## src/rtl/tm1638_responder.sv

```systemverilog
// TM1638 responder: samples the STB/CLK/DIO link, holds display RAM and control state,
// and shifts a key snapshot back on reads. `TM1638_RSP_ERR_EN builds the sticky proto_err logic.
module tm1638_responder #(
  parameter int unsigned SYNC_STAGES = 2
) (
  input  logic        clk,
  input  logic        rst_n,
  input  logic        tm1638_clk,
  input  logic        tm1638_stb,
  input  logic        tm1638_dio_in,
  output logic        tm1638_dio_out,
  output logic        tm1638_dio_out_en,
  input  logic [31:0] key_in,
  input  logic [3:0]  ram_rd_addr,
  output logic [7:0]  ram_rd_data,
  output logic        ram_wr,
  output logic [3:0]  ram_wr_addr,
  output logic        display_on,
  output logic [2:0]  brightness,
  output logic        proto_err
);

  localparam int unsigned RAM_DEPTH = 16;
  localparam int unsigned ADDR_W    = 4;
  localparam int unsigned BYTE_W    = 8;
  localparam int unsigned KEY_W     = 32;
  localparam int unsigned IDX_W     = 5;

  typedef enum logic [2:0] {IDLE, CMD, WDATA, RDATA, IGNORE} state_t;

  // Link synchronizers plus edge-detect copies; everything idles high
  logic [SYNC_STAGES-1:0] clk_sync_q, stb_sync_q, dio_sync_q;
  logic clk_prev_q, stb_prev_q;
  logic clk_s, stb_s, dio_s;
  logic clk_rise, clk_fall, stb_rise, stb_fall;

  always_ff @(posedge clk or negedge rst_n) begin
    if (!rst_n) begin
      clk_sync_q <= '1;
      stb_sync_q <= '1;
      dio_sync_q <= '1;
      clk_prev_q <= 1'b1;
      stb_prev_q <= 1'b1;
    end else begin
      clk_sync_q <= {clk_sync_q[SYNC_STAGES-2:0], tm1638_clk};
      stb_sync_q <= {stb_sync_q[SYNC_STAGES-2:0], tm1638_stb};
      dio_sync_q <= {dio_sync_q[SYNC_STAGES-2:0], tm1638_dio_in};
      clk_prev_q <= clk_s;
      stb_prev_q <= stb_s;
    end
  end

  assign clk_s    = clk_sync_q[SYNC_STAGES-1];
  assign stb_s    = stb_sync_q[SYNC_STAGES-1];
  assign dio_s    = dio_sync_q[SYNC_STAGES-1];
  assign clk_rise =  clk_s & ~clk_prev_q;
  assign clk_fall = ~clk_s &  clk_prev_q;
  assign stb_rise =  stb_s & ~stb_prev_q;
  assign stb_fall = ~stb_s &  stb_prev_q;

  state_t              state_q, state_d;
  logic [2:0]          bit_cnt_q, bit_cnt_d;
  logic [BYTE_W-1:0]   shreg_q, shreg_d, byte_c;
  logic                fixed_q, fixed_d;
  logic [ADDR_W-1:0]   addr_q, addr_d;
  logic [KEY_W-1:0]    snap_q, snap_d;
  logic [IDX_W-1:0]    rd_idx_q, rd_idx_d;
  logic                dio_out_q, dio_out_d;
  logic                dio_en_q, dio_en_d;
  logic                disp_on_q, disp_on_d;
  logic [2:0]          bright_q, bright_d;
  logic                ram_wr_q, ram_wr_d;
  logic [ADDR_W-1:0]   ram_wr_addr_q, ram_wr_addr_d;
  logic                ram_we;
  logic [BYTE_W-1:0]   ram_q [RAM_DEPTH];

  always_ff @(posedge clk or negedge rst_n) begin
    if (!rst_n) begin
      state_q       <= IDLE;
      bit_cnt_q     <= '0;
      shreg_q       <= '0;
      fixed_q       <= 1'b0;
      addr_q        <= '0;
      snap_q        <= '0;
      rd_idx_q      <= '0;
      dio_out_q     <= 1'b0;
      dio_en_q      <= 1'b0;
      disp_on_q     <= 1'b0;
      bright_q      <= '0;
      ram_wr_q      <= 1'b0;
      ram_wr_addr_q <= '0;
    end else begin
      state_q       <= state_d;
      bit_cnt_q     <= bit_cnt_d;
      shreg_q       <= shreg_d;
      fixed_q       <= fixed_d;
      addr_q        <= addr_d;
      snap_q        <= snap_d;
      rd_idx_q      <= rd_idx_d;
      dio_out_q     <= dio_out_d;
      dio_en_q      <= dio_en_d;
      disp_on_q     <= disp_on_d;
      bright_q      <= bright_d;
      ram_wr_q      <= ram_wr_d;
      ram_wr_addr_q <= ram_wr_addr_d;
    end
  end

  // Byte being assembled, including the bit arriving on this CLK rise
  always_comb begin
    byte_c          = shreg_q;
    byte_c[bit_cnt_q] = dio_s;
  end

  // Next-state and datapath; an STB edge pre-empts any CLK edge in the same cycle
  always_comb begin
    state_d       = state_q;
    bit_cnt_d     = bit_cnt_q;
    shreg_d       = shreg_q;
    fixed_d       = fixed_q;
    addr_d        = addr_q;
    snap_d        = snap_q;
    rd_idx_d      = rd_idx_q;
    dio_out_d     = dio_out_q;
    dio_en_d      = dio_en_q;
    disp_on_d     = disp_on_q;
    bright_d      = bright_q;
    ram_wr_d      = 1'b0;
    ram_wr_addr_d = ram_wr_addr_q;
    ram_we        = 1'b0;

    if (stb_fall) begin
      state_d   = CMD;
      bit_cnt_d = '0;
      shreg_d   = '0;
      dio_en_d  = 1'b0;
    end else if (stb_rise) begin
      state_d  = IDLE;
      dio_en_d = 1'b0;
    end else begin
      case (state_q)
        CMD, WDATA: begin
          if (clk_rise) begin
            shreg_d   = byte_c;
            bit_cnt_d = bit_cnt_q + 3'd1;
            if (bit_cnt_q == 3'd7) begin
              shreg_d = '0;
              if (state_q == CMD) begin
                case (byte_c[7:6])
                  2'b01: begin
                    fixed_d = byte_c[2];
                    if (byte_c[1]) begin
                      snap_d   = key_in;
                      rd_idx_d = '0;
                      state_d  = RDATA;
                    end else begin
                      state_d  = IGNORE;
                    end
                  end
                  2'b10: begin
                    disp_on_d = byte_c[3];
                    bright_d  = byte_c[2:0];
                    state_d   = IGNORE;
                  end
                  2'b11: begin
                    addr_d  = byte_c[ADDR_W-1:0];
                    state_d = WDATA;
                  end
                  default: state_d = IGNORE;
                endcase
              end else begin
                ram_we        = 1'b1;
                ram_wr_d      = 1'b1;
                ram_wr_addr_d = addr_q;
                if (!fixed_q) addr_d = addr_q + 4'd1;
              end
            end
          end
        end
        RDATA: begin
          if (clk_fall) begin
            dio_out_d = snap_q[rd_idx_q];
            dio_en_d  = 1'b1;
          end else if (clk_rise) begin
            rd_idx_d = rd_idx_q + 5'd1;
            if (rd_idx_q == 5'd31) begin
              dio_en_d = 1'b0;
              state_d  = IGNORE;
            end
          end
        end
        IGNORE: begin
          if (clk_rise) bit_cnt_d = bit_cnt_q + 3'd1;
        end
        default: ;
      endcase
    end
  end

  // Display RAM; reads see pre-write contents in the write cycle
  always_ff @(posedge clk or negedge rst_n) begin
    if (!rst_n) begin
      for (int i = 0; i < int'(RAM_DEPTH); i++) ram_q[i] <= '0;
    end else if (ram_we) begin
      ram_q[addr_q] <= byte_c;
    end
  end

  assign ram_rd_data       = ram_q[ram_rd_addr];
  assign tm1638_dio_out    = dio_out_q;
  assign tm1638_dio_out_en = dio_en_q;
  assign ram_wr            = ram_wr_q;
  assign ram_wr_addr       = ram_wr_addr_q;
  assign display_on        = disp_on_q;
  assign brightness        = bright_q;

`ifdef TM1638_RSP_ERR_EN
  logic err_ev;
  logic err_q;

  // Error events: 00 command, byte completed in IGNORE, STB rise mid-byte
  always_comb begin
    err_ev = 1'b0;
    if (stb_rise) begin
      err_ev = ((state_q == CMD) || (state_q == WDATA)) && (bit_cnt_q != 3'd0);
    end else if (!stb_fall && clk_rise && (bit_cnt_q == 3'd7)) begin
      err_ev = (state_q == IGNORE) || ((state_q == CMD) && (byte_c[7:6] == 2'b00));
    end
  end

  always_ff @(posedge clk or negedge rst_n) begin
    if (!rst_n)      err_q <= 1'b0;
    else if (err_ev) err_q <= 1'b1;
  end

  assign proto_err = err_q;
`else
  assign proto_err = 1'b0;
`endif

endmodule

```

## config.mk

```make
export PLATFORM = sky130hd
export DESIGN_NAME = tm1638_responder
export DESIGN_NICKNAME = d
export VERILOG_FILES = /design/src/rtl/tm1638_responder.sv
export SDC_FILE = /design/constraint.sdc
export NUM_CORES = 1
export LEC_CHECK = 0
export CELL_PAD_IN_SITES_DETAIL_PLACEMENT = 0
export CELL_PAD_IN_SITES_GLOBAL_PLACEMENT = 1
export CORE_ASPECT_RATIO = 0.75
export CORE_MARGIN = 4
export CORE_UTILIZATION = 45
export DETAILED_ROUTE_END_ITERATION = 7
export GPL_ROUTABILITY_DRIVEN = 0
export PLACE_DENSITY_LB_ADDON = 0.1
export SETUP_SLACK_MARGIN = 0.1
export SLEW_MARGIN = 20
export SYNTH_ARGS = -nofsm -noshare
export SYNTH_HDL_FRONTEND = slang
export SYNTH_SLANG_ARGS = --single-unit
```

## constraint.sdc

```tcl
create_clock -name clk -period 4.58 [get_ports clk]
set_input_delay 0.458 -clock clk [delete_from_list [all_inputs] [get_ports clk]]
set_output_delay 0.458 -clock clk [all_outputs]
set_load 0.005 [all_outputs]
```

==> metrics.txt, run 1 <==
WP data required=4.96 ns; Layout area overhead=16.5%; final-report hold violation count=0; average size of a mapped cell=11.8 um2; DIE AREA=between 20000 and 25000 um2; Post-synth EDFFs=0; relative slew slack=between 20 and 25%; RR Startpoint=state_q[1]; Cell variety after synth=52; Worst Tran Pin Value=about 1.2 ns; reg2reg setup slack=about 1.3 ns; CP Class=flop to flop; routing usage on met1=between 20% and 30%; Worst-path clk slew=approximately 0.060 ns; Syn Nets=846; list of most frequent post-synthesis cells=195 x dfrtp_1, 148 x nand2_1, 139 x o21ai_0, 52 x mux2_2, 45 x mux4_2; Leak=around 4.7 nW; postcts setup bufs=0; row count=45; first-pass GRT wire length=approximately 35 mm; Period minus WS final=3.24 ns; aggregate routed wire length=22.2 mm; CTS buffer count=22; drt pass-1 iters=5; core area=20400 um2; Most Crowded Layer GR=met1; Fill cells=1808; PD cells=410 nW/um2; Starting Density=a little under half; post-CTS sizing=0; unrepaired setup endpoints after global routing=false; initial antenna violation count=0; wire per inst=19.7 um; largest net degree at the start of global routing=approximately 120; I/O Buffers=slightly below 60; CTS tree=built; Die H=133 um; most common cell in the netlist=dfrtp_1; vias per cell=between 5 and 6; clock insertion delay at the later pin of the skew report=0.50 ns; DP HPWL=14.3 mm; CP Capture Type=flop; Critical Path Start Type=flop; cts hold-fix bufs=0; global-route total usage across every layer=19.3%; vias in the first global route=about 6200; Setup Slack @ Placement=1.24 ns; TNS Setup=0 ns; final setup violation count=0; io pins=61; status=finished, final reports clean; antenna viol nets, final=0; via count=6204; Worst path slowest cell=nand4b_1; Synth area leader=dfrtp_1; critical path arrival=3.62 ns; critical path's largest stage delay=0.94 ns; final setup margin=~1.3 ns; root buffer cell=clkbuf_16; reg-to-reg endpoint=ram_q[85]; DRC errors left=0; CP startpoint=state_q[1]; met2 GRT Util=29.0%; R2R cell count=5; met3 GRT Util=3.97%; Nets=883; CP top delay family=simple AND/OR/NAND/NOR gates; Gate Count Post-Synth=793; layout cells sized above 1=approximately a fifth; peak fanout along the critical path=16; final max-slew violation count=0; Die W=175 um; peak supply drop=0.255 mV; Fmax achieved=309 MHz; clk_skew=0.0130 ns; share of the synthesized area in the top cell type=52.0%; synthesized flop and latch total=between 200 and 250; clock sink total=203; number of DRC markers in iteration 0=486; Post-Syn Area=9380 um2; Synth warnings=0; Overall Power=approximately 4.5 mW; Worst Path Buf+Inv=1; cells along the critical path=or3b_4, nor4_4, buf_4, nand4b_1, o21ai_0; maxcap violations=0; Max clock buf depth=3; synth top area cells=dfrtp_1 52%, mux4_2 11%, o21ai_0 7.4%, mux2_2 6.2%, nand2_1 5.9%; min-delay worst type=input port to async pin; GRT overflow=0; H-tree lvl count=1; share of flip-flops with an asynchronous set or reset=100%; sequential area share after synthesis=54.2%; ys flop type=dfrtp_1; Tcrit/Tclk final=a little over two thirds
## kinds of logic (layout without fill, tap and decap cells)
family / Yosys count / count (layout) / synth area share (%)
flip-flops: 203 / 203 / 54.2
AND/OR/NAND/NOR: 225 / 225 / 11.8
buffers and inverters: 69 / 121 / 3.48
other: 1 / 2 / 0.0400
AO/OA/AOI/OAI: 164 / 164 / 9.44
XOR/XNOR: 2 / 2 / 0.187
multiplexers: 117 / 117 / 19.2
adder cells (fa/ha/maj): 12 / 12 / 1.60
## layout by cell type, fill, tap and decap left out, types with 5 or more instances in the layout
| master | synthesis | routed |
|---|---|---|
| ha_1 | 12 | 12 |
| inv_1 | 11 | 11 |
| and3_1 | 5 | 5 |
| a21oi_1 | 5 | 5 |
| clkbuf_16 | 0 | 23 |
| clkbuf_8 | 0 | 6 |
| nand2_1 | 148 | 148 |
| dfstp_2 | 8 | 8 |
| dfrtp_1 | 195 | 195 |
| mux4_2 | 45 | 45 |
| nand3b_1 | 6 | 6 |
| buf_4 | 3 | 9 |
| mux2_2 | 52 | 52 |
| o21ai_0 | 139 | 139 |
| nor2_1 | 23 | 23 |
| clkbuf_1 | 27 | 5 |
| mux2i_1 | 20 | 18 |
| clkdlybuf4s50_1 | 0 | 57 |
| nand3_1 | 13 | 13 |
## worst max-delay path by stage
stage	cells past startpoint	to	slack [ns]
after global routing	7	ram_q[80]	1.11
after detailed placement	6	snap_q[22]	1.24
after global placement	5	ram_rd_data[7]	1.30
after CTS	6	snap_q[22]	1.22
final	5	ram_q[85]	1.34
after floorplan	4	ram_rd_data[0]	2.15
## routing by layer
layer / vias up / wire [um]
li1: 2895 / -
met1: 3131 / 10600
met5: - / 0
met3: 30 / 1200
met4: 0 / 393
met2: 148 / 9930
## flip-flops by register name (all words and copies together) (netlist names)
register,count
clk_prev_q,1
dio_sync_q,2
shreg_q,8
display_on,1
ram_q,128
clk_sync_q,2
snap_q,32
stb_prev_q,1
stb_sync_q,2
ram_wr_addr,4
tm1638_dio_out_en,1
bit_cnt_q,3
state_q,3
ram_wr,1
fixed_q,1
brightness,3
addr_q,4
tm1638_dio_out,1
rd_idx_q,5
## per-stage QoR
stage	util [%]	cell area, um2	hold WS [ns]	instances
final	53.6	10900	0.0357	1128
after global routing	53.6	10900	0.148	1127
after CTS	53.5	10900	0.134	1126
after detailed placement	49.8	10200	0.349	1087
after global placement	49.8	10200	0.346	1087
after floorplan	-	9380	0.162	793
## area by class of cell
class	instances	area, um2	share of cell area, %
Clock inverter	6	90.1	0.824
Antenna cell	1	2.50	0.0229
Tap cell	282	353	3.23
Clock buffer	33	663	6.07
Multi-Input combinational cell	521	3980	36.4
Sequential cell	203	5090	46.6
Timing Repair Buffer	71	708	6.48
Inverter	11	41.3	0.378
## power breakdown
part	switching, mW	internal [mW]
registers	0.0998	1.86
logic	0.414	0.278
clock network	0.710	1.11
No activity file was read; power rests on OpenSTA's default activity.
==> run 2, diff against run 1 <==
==> constraint.sdc (replaced) <==
create_clock -name clk -period 3.2 [get_ports clk]
set_input_delay 0.32 -clock clk [delete_from_list [all_inputs] [get_ports clk]]
set_output_delay 0.32 -clock clk [all_outputs]
set_load 0.005 [all_outputs]
==> metrics.txt, run 2 (synthesis results as in run 1) <==
status=finished, final reports clean; Net Sw Frac=27.0%; Die H=133 um; antenna viol nets, final=0; core area=20400 um2; vias per cell=5.39; Worst Tran Pin Value=approximately 0.82 ns; clock insertion delay at the later pin of the skew report=0.49 ns; WP depth=5; Layout area overhead=17.6%; n_diodes=0; R2R cell count=7; peak fanout along the critical path=32; RR Startpoint=bit_cnt_q[0]; H-tree lvl count=1; wire per inst=19.0 um; maxcap violations=0; Max clock buf depth=3; global-route total usage across every layer=between 10% and 20%; CP startpoint=ram_rd_addr[1]; peak supply drop=0.270 mV; CTS buffer count=21; sequential power share=a little over two fifths; DIE AREA=23300 um2; layout cells sized above 1=between 20% and 30%; I/O Buffers=a little under 60; WP data required=approximately 2.9 ns; flip-flop count of the largest register after layout=128; Leak=between 4 and 5 nW; io pins=61; Hold Crit Endpoint=dio_sync_q[0]; root buffer cell=clkbuf_16; GRT overflow=0; final max-slew violation count=0; min-delay worst type=input port to flop; cells along the critical path=clkdlybuf4s50_1, buf_12, mux4_2, mux4_2, clkdlybuf4s50_1; critical path's largest stage delay=0.51 ns; largest net degree at the start of global routing=a little over 100; hold_sp=tm1638_dio_in; CP top delay family=buffers and inverters; CP Capture Type=output port; Tcrit/Tclk final=85.1%; most frequent cells in the layout=195 x dfrtp_1, 148 x nand2_1, 139 x o21ai_0, 57 x clkdlybuf4s50_1, 52 x mux2_2; biggest regs=ram_q: 128 flops, snap_q: 32 flops, shreg_q: 8 flops; Nets=901; post-CTS sizing=0; relative slew slack=approximately 46%; Critical Path Start Type=input port; CP Class=input port to output port; Die W=175 um; Worst-path clk slew=0.06 ns; unrepaired setup endpoints after global routing=false; first-pass GRT wire length=35.8 mm; final-report hold violation count=0; Net Switching=1.71 mW; reg-to-reg endpoint=snap_q[19]; P_int=4.62 mW; DP HPWL=around 14 mm; clk_skew=0.00881 ns; initial antenna violation count=0; DRC errors left=0; Period minus WS final=around 2.7 ns; drt pass-1 iters=5; Worst path slowest cell=clkdlybuf4s50_1; PD cells=573 nW/um2; vias in the first global route=roughly 6500; Starting Density=46.0%; number of DRC markers in iteration 0=420; Worst Path Buf+Inv=3; aggregate routed wire length=21.8 mm; via count=between 6000 and 7000; final setup violation count=0; CTS tree=built; Fmax achieved=367 MHz; critical path arrival=2.40 ns; part of the power in the clock network=40.1%; Top reg by flops=ram_q; WHS Path Cells=1; Comb power frac=16.1%; postcts setup bufs=0; TNS Setup=0 ns; row count=45; Overall Power=6.32 mW; clock sink total=203; most common cell after layout, fill and taps aside=dfrtp_1; reg2reg setup slack=0.66 ns
==> run 2: final cells by class <==
type	instances	area [um2]
inverters	11	41.3
clock buffers	28	592
repair buffers	90	862
clock inverters	9	130
flip-flops and latches	203	5090
multi-input cells	521	3970
fillers	1771	9340
well taps	282	353
==> run 2: worst max path at each step <==
stage                     end  slack [ns]
2_1_floorplan      ram_q[118]        0.98
6_report       ram_rd_data[1]        0.48
3_5_place_dp   ram_rd_data[1]        0.47
5_1_grt        ram_rd_data[2]        0.43
3_3_place_gp   ram_rd_data[1]        0.49
4_1_cts        ram_rd_data[1]        0.47
==> run 2: per-layer routing <==
metal,vias up,GRT usage (%),routed length [um]
li1,2925,-,-
met1,3081,29.4,10300
met2,135,29.6,9770
met3,28,2.74,1350
met4,0,3.79,384
met5,-,0,0
==> run 2: stage by stage <==
stage / instance area (um2) / std cells / worst slack, ns / hold WS, ns / utilization [%]
2_1_floorplan: 9380 / 793 / 0.980 / 0.0244 / -
3_3_place_gp: 10300 / 1106 / 0.494 / 0.346 / 50.6
4_1_cts: 11000 / 1144 / 0.469 / 0.211 / 54.2
6_report: 11000 / 1144 / 0.477 / 0.236 / 54.2
3_5_place_dp: 10300 / 1106 / 0.469 / 0.347 / 50.6
5_1_grt: 11000 / 1144 / 0.430 / 0.219 / 54.2
==> run 2: power by group through the flow <==
stage	clock (mW)	sequential [mW]	combinational, mW
3_3_place_gp	0	2.81	0.999
2_1_floorplan	0	2.75	0.694
3_5_place_dp	0	2.82	1.02
6_report	2.54	2.77	1.01
5_1_grt	2.72	2.79	1.13
4_1_cts	2.61	2.77	1.03
==> run 2: timing repair <==
action / in CTS / in global routing
hold buffers: 1 / 0
endpoints found under the hold margin: 91 / 0
endpoints found under the setup margin: 0 / 0
==> run 3, diff against run 2 <==
--- a/config.mk
+++ b/config.mk
@@ -13,7 +13,7 @@
 export DETAILED_ROUTE_END_ITERATION = 7
 export GPL_ROUTABILITY_DRIVEN = 0
 export PLACE_DENSITY_LB_ADDON = 0.1
-export SETUP_SLACK_MARGIN = 0.1
+export SETUP_SLACK_MARGIN = 0.3
 export SLEW_MARGIN = 20
 export SYNTH_ARGS = -nofsm -noshare
 export SYNTH_HDL_FRONTEND = slang
==> results of run 3 <==
The final DEF is identical to that of run 2; final timing and power are the same.
